==> config.mk <==
export PLATFORM = sky130hd
export DESIGN_NAME = mc_control
export DESIGN_NICKNAME = d
export VERILOG_FILES = /design/src/rtl/mc_control_pkg.sv /design/src/rtl/mc_control_retire_counter.sv /design/src/rtl/mc_control.sv
export SDC_FILE = /design/constraint.sdc
export NUM_CORES = 1
export LEC_CHECK = 0
export CAP_MARGIN = 20
export CORE_ASPECT_RATIO = 1.4
export CORE_UTILIZATION = 50
export DETAILED_ROUTE_END_ITERATION = 8
export PLACE_DENSITY = 0.81
export SYNTH_ARGS = -nofsm -noshare
export SYNTH_HDL_FRONTEND = slang
export SYNTH_SLANG_ARGS = --single-unit
==> constraint.sdc <==
create_clock -name clk -period 3.95 [get_ports clk]
set_input_delay 0.79 -clock clk [delete_from_list [all_inputs] [get_ports clk]]
set_output_delay 0.79 -clock clk [all_outputs]
set_load 0.05 [all_outputs]
==> src/rtl/mc_control_pkg.sv <==
// mc_control_pkg: state encoding, opcodes and datapath select encodings for the multi-cycle control unit
package mc_control_pkg;
  typedef enum logic [3:0] {
    S_IDLE, S_FETCH, S_DECODE, S_MEMADR, S_MEMRD, S_MEMWB, S_MEMWR,
    S_EXEC, S_RWB, S_ADDIEX, S_IWB, S_BRANCH, S_JUMP, S_TRAP
  } state_t;
  localparam logic [5:0] OP_RTYPE = 6'b000000;
  localparam logic [5:0] OP_LW    = 6'b100011;
  localparam logic [5:0] OP_SW    = 6'b101011;
  localparam logic [5:0] OP_BEQ   = 6'b000100;
  localparam logic [5:0] OP_BNE   = 6'b000101;
  localparam logic [5:0] OP_ADDI  = 6'b001000;
  localparam logic [5:0] OP_J     = 6'b000010;
  localparam logic [1:0] ALU_ADD   = 2'b00;
  localparam logic [1:0] ALU_SUB   = 2'b01;
  localparam logic [1:0] ALU_FUNCT = 2'b10;
  localparam logic [1:0] SRCB_B    = 2'b00;
  localparam logic [1:0] SRCB_4    = 2'b01;
  localparam logic [1:0] SRCB_IMM  = 2'b10;
  localparam logic [1:0] SRCB_IMM4 = 2'b11;
  localparam logic [1:0] PC_ALU    = 2'b00;
  localparam logic [1:0] PC_ALUOUT = 2'b01;
  localparam logic [1:0] PC_JUMP   = 2'b10;
endpackage

==> src/rtl/mc_control_retire_counter.sv <==
// retire_counter: wrapping retired-instruction counter with synchronous clear
module retire_counter #(
  parameter int CNT_W = 32
) (
  input  logic             clk,
  input  logic             i_clr,
  input  logic             i_inc,
  output logic [CNT_W-1:0] o_cnt
);
  logic [CNT_W-1:0] r_cnt;
  always_ff @(posedge clk) begin
    if (i_clr) r_cnt <= '0;
    else if (i_inc) r_cnt <= r_cnt + CNT_W'(1);
  end
  assign o_cnt = r_cnt;
endmodule

==> src/rtl/mc_control.sv <==
// mc_control: multi-cycle MIPS main control FSM with memory stall handshake, illegal-opcode trap and retire count
module mc_control
  import mc_control_pkg::*;
#(
  parameter int OPCODE_W = 6,
  parameter int CNT_W    = 32,
  parameter bit TRAP_EN  = 1'b1
) (
  input  logic                clk,
  input  logic                rst_n,
  input  logic [OPCODE_W-1:0] opcode,
  input  logic                mem_ready,
  output logic                PCWrite,
  output logic                PCWriteCond,
  output logic                Ne,
  output logic                IorD,
  output logic                MemRead,
  output logic                MemWrite,
  output logic                IRWrite,
  output logic                MemtoReg,
  output logic                RegDst,
  output logic                RegWrite,
  output logic                ALUSrcA,
  output logic [1:0]          ALUSrcB,
  output logic [1:0]          ALUOp,
  output logic [1:0]          PCSource,
  output logic                illegal,
  output logic [CNT_W-1:0]    retired
);
  state_t r_state, w_next, w_dec;
  logic [OPCODE_W-1:0] r_op;
  logic [5:0] w_op, w_rop;
  logic w_inc;
  assign w_op  = 6'(opcode);
  assign w_rop = 6'(r_op);
  assign w_dec = (w_op == OP_RTYPE)                 ? S_EXEC   :
                 (w_op == OP_LW || w_op == OP_SW)   ? S_MEMADR :
                 (w_op == OP_BEQ || w_op == OP_BNE) ? S_BRANCH :
                 (w_op == OP_ADDI)                  ? S_ADDIEX :
                 (w_op == OP_J)                     ? S_JUMP   :
                 TRAP_EN                            ? S_TRAP   : S_FETCH;
  always_comb begin
    w_next = S_FETCH;
    case (r_state)
      S_FETCH:  w_next = mem_ready ? S_DECODE : S_FETCH;
      S_DECODE: w_next = w_dec;
      S_MEMADR: w_next = (w_rop == OP_SW) ? S_MEMWR : S_MEMRD;
      S_MEMRD:  w_next = mem_ready ? S_MEMWB : S_MEMRD;
      S_MEMWR:  w_next = mem_ready ? S_FETCH : S_MEMWR;
      S_EXEC:   w_next = S_RWB;
      S_ADDIEX: w_next = S_IWB;
      S_TRAP:   w_next = S_TRAP;
      default:  w_next = S_FETCH;
    endcase
  end
  always_ff @(posedge clk) begin
    if (!rst_n) begin
      r_state <= S_IDLE;
      r_op    <= '0;
    end else begin
      r_state <= w_next;
      if (r_state == S_DECODE) r_op <= opcode;
    end
  end
  // a stalled FETCH is not a new entry; IDLE->FETCH starts the first instruction
  assign w_inc = rst_n && w_next == S_FETCH && r_state != S_FETCH && r_state != S_IDLE;
  retire_counter #(.CNT_W(CNT_W)) u_retire (
    .clk  (clk),
    .i_clr(!rst_n),
    .i_inc(w_inc),
    .o_cnt(retired)
  );
  always_comb begin
    PCWrite = 1'b0; PCWriteCond = 1'b0; Ne = 1'b0; IorD = 1'b0;
    MemRead = 1'b0; MemWrite = 1'b0; IRWrite = 1'b0; MemtoReg = 1'b0;
    RegDst = 1'b0; RegWrite = 1'b0; ALUSrcA = 1'b0; illegal = 1'b0;
    ALUSrcB = SRCB_B; ALUOp = ALU_ADD; PCSource = PC_ALU;
    case (r_state)
      S_FETCH: begin
        MemRead = 1'b1; ALUSrcB = SRCB_4;
        PCWrite = mem_ready; IRWrite = mem_ready;
      end
      S_DECODE: ALUSrcB = SRCB_IMM4;
      S_MEMADR, S_ADDIEX: begin
        ALUSrcA = 1'b1; ALUSrcB = SRCB_IMM;
      end
      S_MEMRD: begin
        MemRead = 1'b1; IorD = 1'b1;
      end
      S_MEMWB: begin
        RegWrite = 1'b1; MemtoReg = 1'b1;
      end
      S_MEMWR: begin
        MemWrite = 1'b1; IorD = 1'b1;
      end
      S_EXEC: begin
        ALUSrcA = 1'b1; ALUOp = ALU_FUNCT;
      end
      S_RWB: begin
        RegWrite = 1'b1; RegDst = 1'b1;
      end
      S_IWB: RegWrite = 1'b1;
      S_BRANCH: begin
        ALUSrcA = 1'b1; ALUOp = ALU_SUB; PCWriteCond = 1'b1;
        PCSource = PC_ALUOUT; Ne = (w_rop == OP_BNE);
      end
      S_JUMP: begin
        PCWrite = 1'b1; PCSource = PC_JUMP;
      end
      S_TRAP: illegal = 1'b1;
      default: ;
    endcase
  end
endmodule

==> impl_metrics.py <==
metrics = {
    "outcome": {
        "status": "finished clean",
    },
    "sta": {
        "rsz0062_at_grt": "no",
        "timing.fmax_mhz": 302,
        "tns_ns": 0,
        "final-hold-violation-count": 0,
        "slew_violations": 0,
        "fin_crit_sh_pct": 83.8,
        "finalSetupViolCount": 0,
        "clock_skew_ns": 0.00957,
        "holdWs_ns": 0.495,
        "max_slew_margin_pct": 37.4,
        "worstMarginPinSlew_ns": 0.938,
        "period_minus_slack_ns": 3.31,
    },
    "floorplan": {
        "start_util_pct": 51.9,
        "die_h_um": 83.2,
        "core_area_um2": 4540,
        "fp.dieW_um": 60.0,
        "io_pins": 59,
        "die-area_um2": 4990,
        "num_rows": 29,
    },
    "synth": {
        "yosysSeqAreaShare_pct": 35.7,
        "postSynthAreaPerCell_um2": 8.23,
        "synth-edff-count": 0,
        "synth_cell_types": 49,
        "yosys_warnings": 0,
        "ys_seq_elements": 42,
        "synth_area_um2": 2350,
        "synth_flop_cell": "dfxtp_1",
        "syn-instance-count": 286,
        "syn-num-nets": 296,
        "async_reset_ff_share_pct": 0,
    },
    "cts": {
        "clk_latency_ns": 0.30,
        "htree_levels": 2,
        "post_cts_resized": 0,
        "cts_buffers": 5,
        "cts_max_path_buffers": 2,
        "clk_pin_slew_ns": 0.08,
        "holdBufCountCts": 0,
        "cts_tree": "yes",
        "postCtsSetupBuffers": 0,
        "cts.sink_count": 42,
        "root_buffer": "clkbuf_8",
    },
    "critical_path": {
        "r2r-start": "r_state[1]$_SDFF_PN0_",
        "arrival_ns": 3.52,
        "endpoint_kind": "flop",
        "cp_max_fo": 26,
        "critPathLaunchType": "input pin",
        "crit_type": "input pin to flop",
        "cp-startpoint": "opcode[0]",
        "worstPathRequired_ns": 4.16,
    },
    "drt": {
        "drtPass1Iterations": 4,
        "routedWlPerCell_um": 14.4,
        "vias_per_cell": 5.83,
        "vias": 2345,
        "wirelength_mm": 5.78,
        "drtIter0Drc": 141,
        "drc": 0,
        "ant_nets": 0,
    },
    "final_layout": {
        "nNetsFinal": 349,
        "final_cells": 402,
        "fillers": 396,
        "drive_gt1_share_pct": 5.88,
        "areaGrowthSynthToFinish_pct": 29.5,
        "diodes": 0,
    },
    "global_routing": {
        "antenna_found_initial": 0,
        "grt_overflow": 0,
        "grt_first_pass_wirelength_mm": 9.50,
        "grt_start_max_net_pins": 30,
        "grt_pass1_vias": 2156,
        "grt_util_all_layers_pct": 24.4,
    },
    "pwr": {
        "vdd_drop_max_mv": 0.250,
        "powerDensity_nw_per_um2": 289,
        "leakagePower_nw": 0.987,
    },
    "worst_hold_path": {
        "worstHoldStart": "u_retire.o_cnt[16]$_SDFFE_PN0P_",
        "min_path_type": "flop to flop",
    },
    "placed_design": {
        "dpl.hpwl_mm": 4.23,
        "portBuffers": 58,
        "finalWeightedCongestion": 0.811,
        "dpl.cell_count": 394,
    },
    "flow_run": {
        "maxCapViolations": 0,
    },
}
[path summary, 6_finish.rpt]
path / endpoint / slack [ns] / depth (start not counted)
worst max-delay path: u_retire.o_cnt[28]$_SDFFE_PN0P_ / 0.64 / 8
worst max register to register: u_retire.o_cnt[28]$_SDFFE_PN0P_ / 1.04 / 7
worst min-delay path: u_retire.o_cnt[16]$_SDFFE_PN0P_ / 0.49 / 2
worst min register to register: u_retire.o_cnt[16]$_SDFFE_PN0P_ / 0.49 / 2
[layer usage]
metal / wire length, µm / GRT usage, % / share of wire [%] / up-vias
li1: - / - / - / 1165
met1: 2420 / 28.1 / 42 / 1102
met2: 3010 / 42.0 / 52 / 67
met3: 221 / 4.05 / 3.8 / 11
met4: 132 / 11.2 / 2.3 / 0
met5: 0 / 0 / 0 / -
[state kept, by name, summed over array words and instances (netlist names)]
register and cells:
u_retire.o_cnt 32, r_state 4, r_op 6
[stage by stage]
step           utilization, %  setup WS, ns  total power, mW  cell area, µm²
6_report                 67.2         0.638            0.880            3050
5_1_grt                  67.2         0.492            0.914            3050
4_1_cts                  67.2         0.643            0.885            3050
3_5_place_dp             65.1         0.360            0.603            2950
3_3_place_gp             65.1         0.419            0.602            2950
2_1_floorplan               -         0.932            0.559            2350
[critical path: stages]
cell and delay (ns):
clkdlybuf4s50_1 0.52, or3_1 0.46, o21a_1 0.21, o31a_1 0.27, nor3_4 0.21, nand2_2 0.30
or4_1 0.58, a21oi_1 0.17
[where the power goes]
| group | switching, mW | internal (mW) | leakage, nW |
|---|---|---|---|
| Combinational | 0.0900 | 0.0585 | 0.601 |
| Sequential | 0.0160 | 0.429 | 0.339 |
| Clock | 0.147 | 0.140 | 0.0472 |
[synth_stat cells (9+ instances only)]
cell type	instances	area, µm²
and3_1	9	56.3
nor3_1	11	55.1
nand2_1	26	97.6
nor2_1	26	97.6
or4_1	9	67.6
nand4_1	10	62.6
dfxtp_1	42	841
nand3_1	12	60.1
a21oi_1	20	100
mux2i_1	10	100
o31ai_1	12	90.1
[cell families after synthesis]
group,after synthesis,synth area share (%)
multiplexers,10,4.25
buffers and inverters,23,4.73
flip-flops,42,35.7
AND/OR/NAND/NOR,139,33.2
adder cells (fa/ha/maj),1,0.532
AO/OA/AOI/OAI,63,18.6
XOR/XNOR,8,2.98
[final cells by class]
| type | count | area (µm²) | area share (%) |
|---|---|---|---|
| Multi-Input combinational cell | 221 | 1400 | 46.0 |
| Sequential cell | 42 | 841 | 27.6 |
| Timing Repair Buffer | 61 | 603 | 19.8 |
| Clock buffer | 6 | 82.6 | 2.71 |
| Tap cell | 62 | 77.6 | 2.55 |
| Inverter | 8 | 30.0 | 0.985 |
| Clock inverter | 2 | 12.5 | 0.411 |
[layout by cell type (no fill, tap or decap), drive strengths merged, types with 2 or more instances in the layout]
master         netlist  final
nor2                26     26
inv                  8      8
or3                  8      8
dfxtp               42     42
clkdlybuf4s50        0     58
mux2i               10     10
o21a                 6      6
nand2b               9      9
nand4               10     10
a21oi               20     20
xor2                 4      4
o211ai               5      5
nand2               27     27
nand3               13     13
or4                  9      9
and2                 4      4
buf                  7      3
xnor2                4      4
and3                 9      9
nor3                13     13
o31ai               12     12
o311ai               2      2
o21ai                8      8
o31a                 2      2
clkbuf               8      6
and4b                4      4
(Power assumes the default switching activity.)
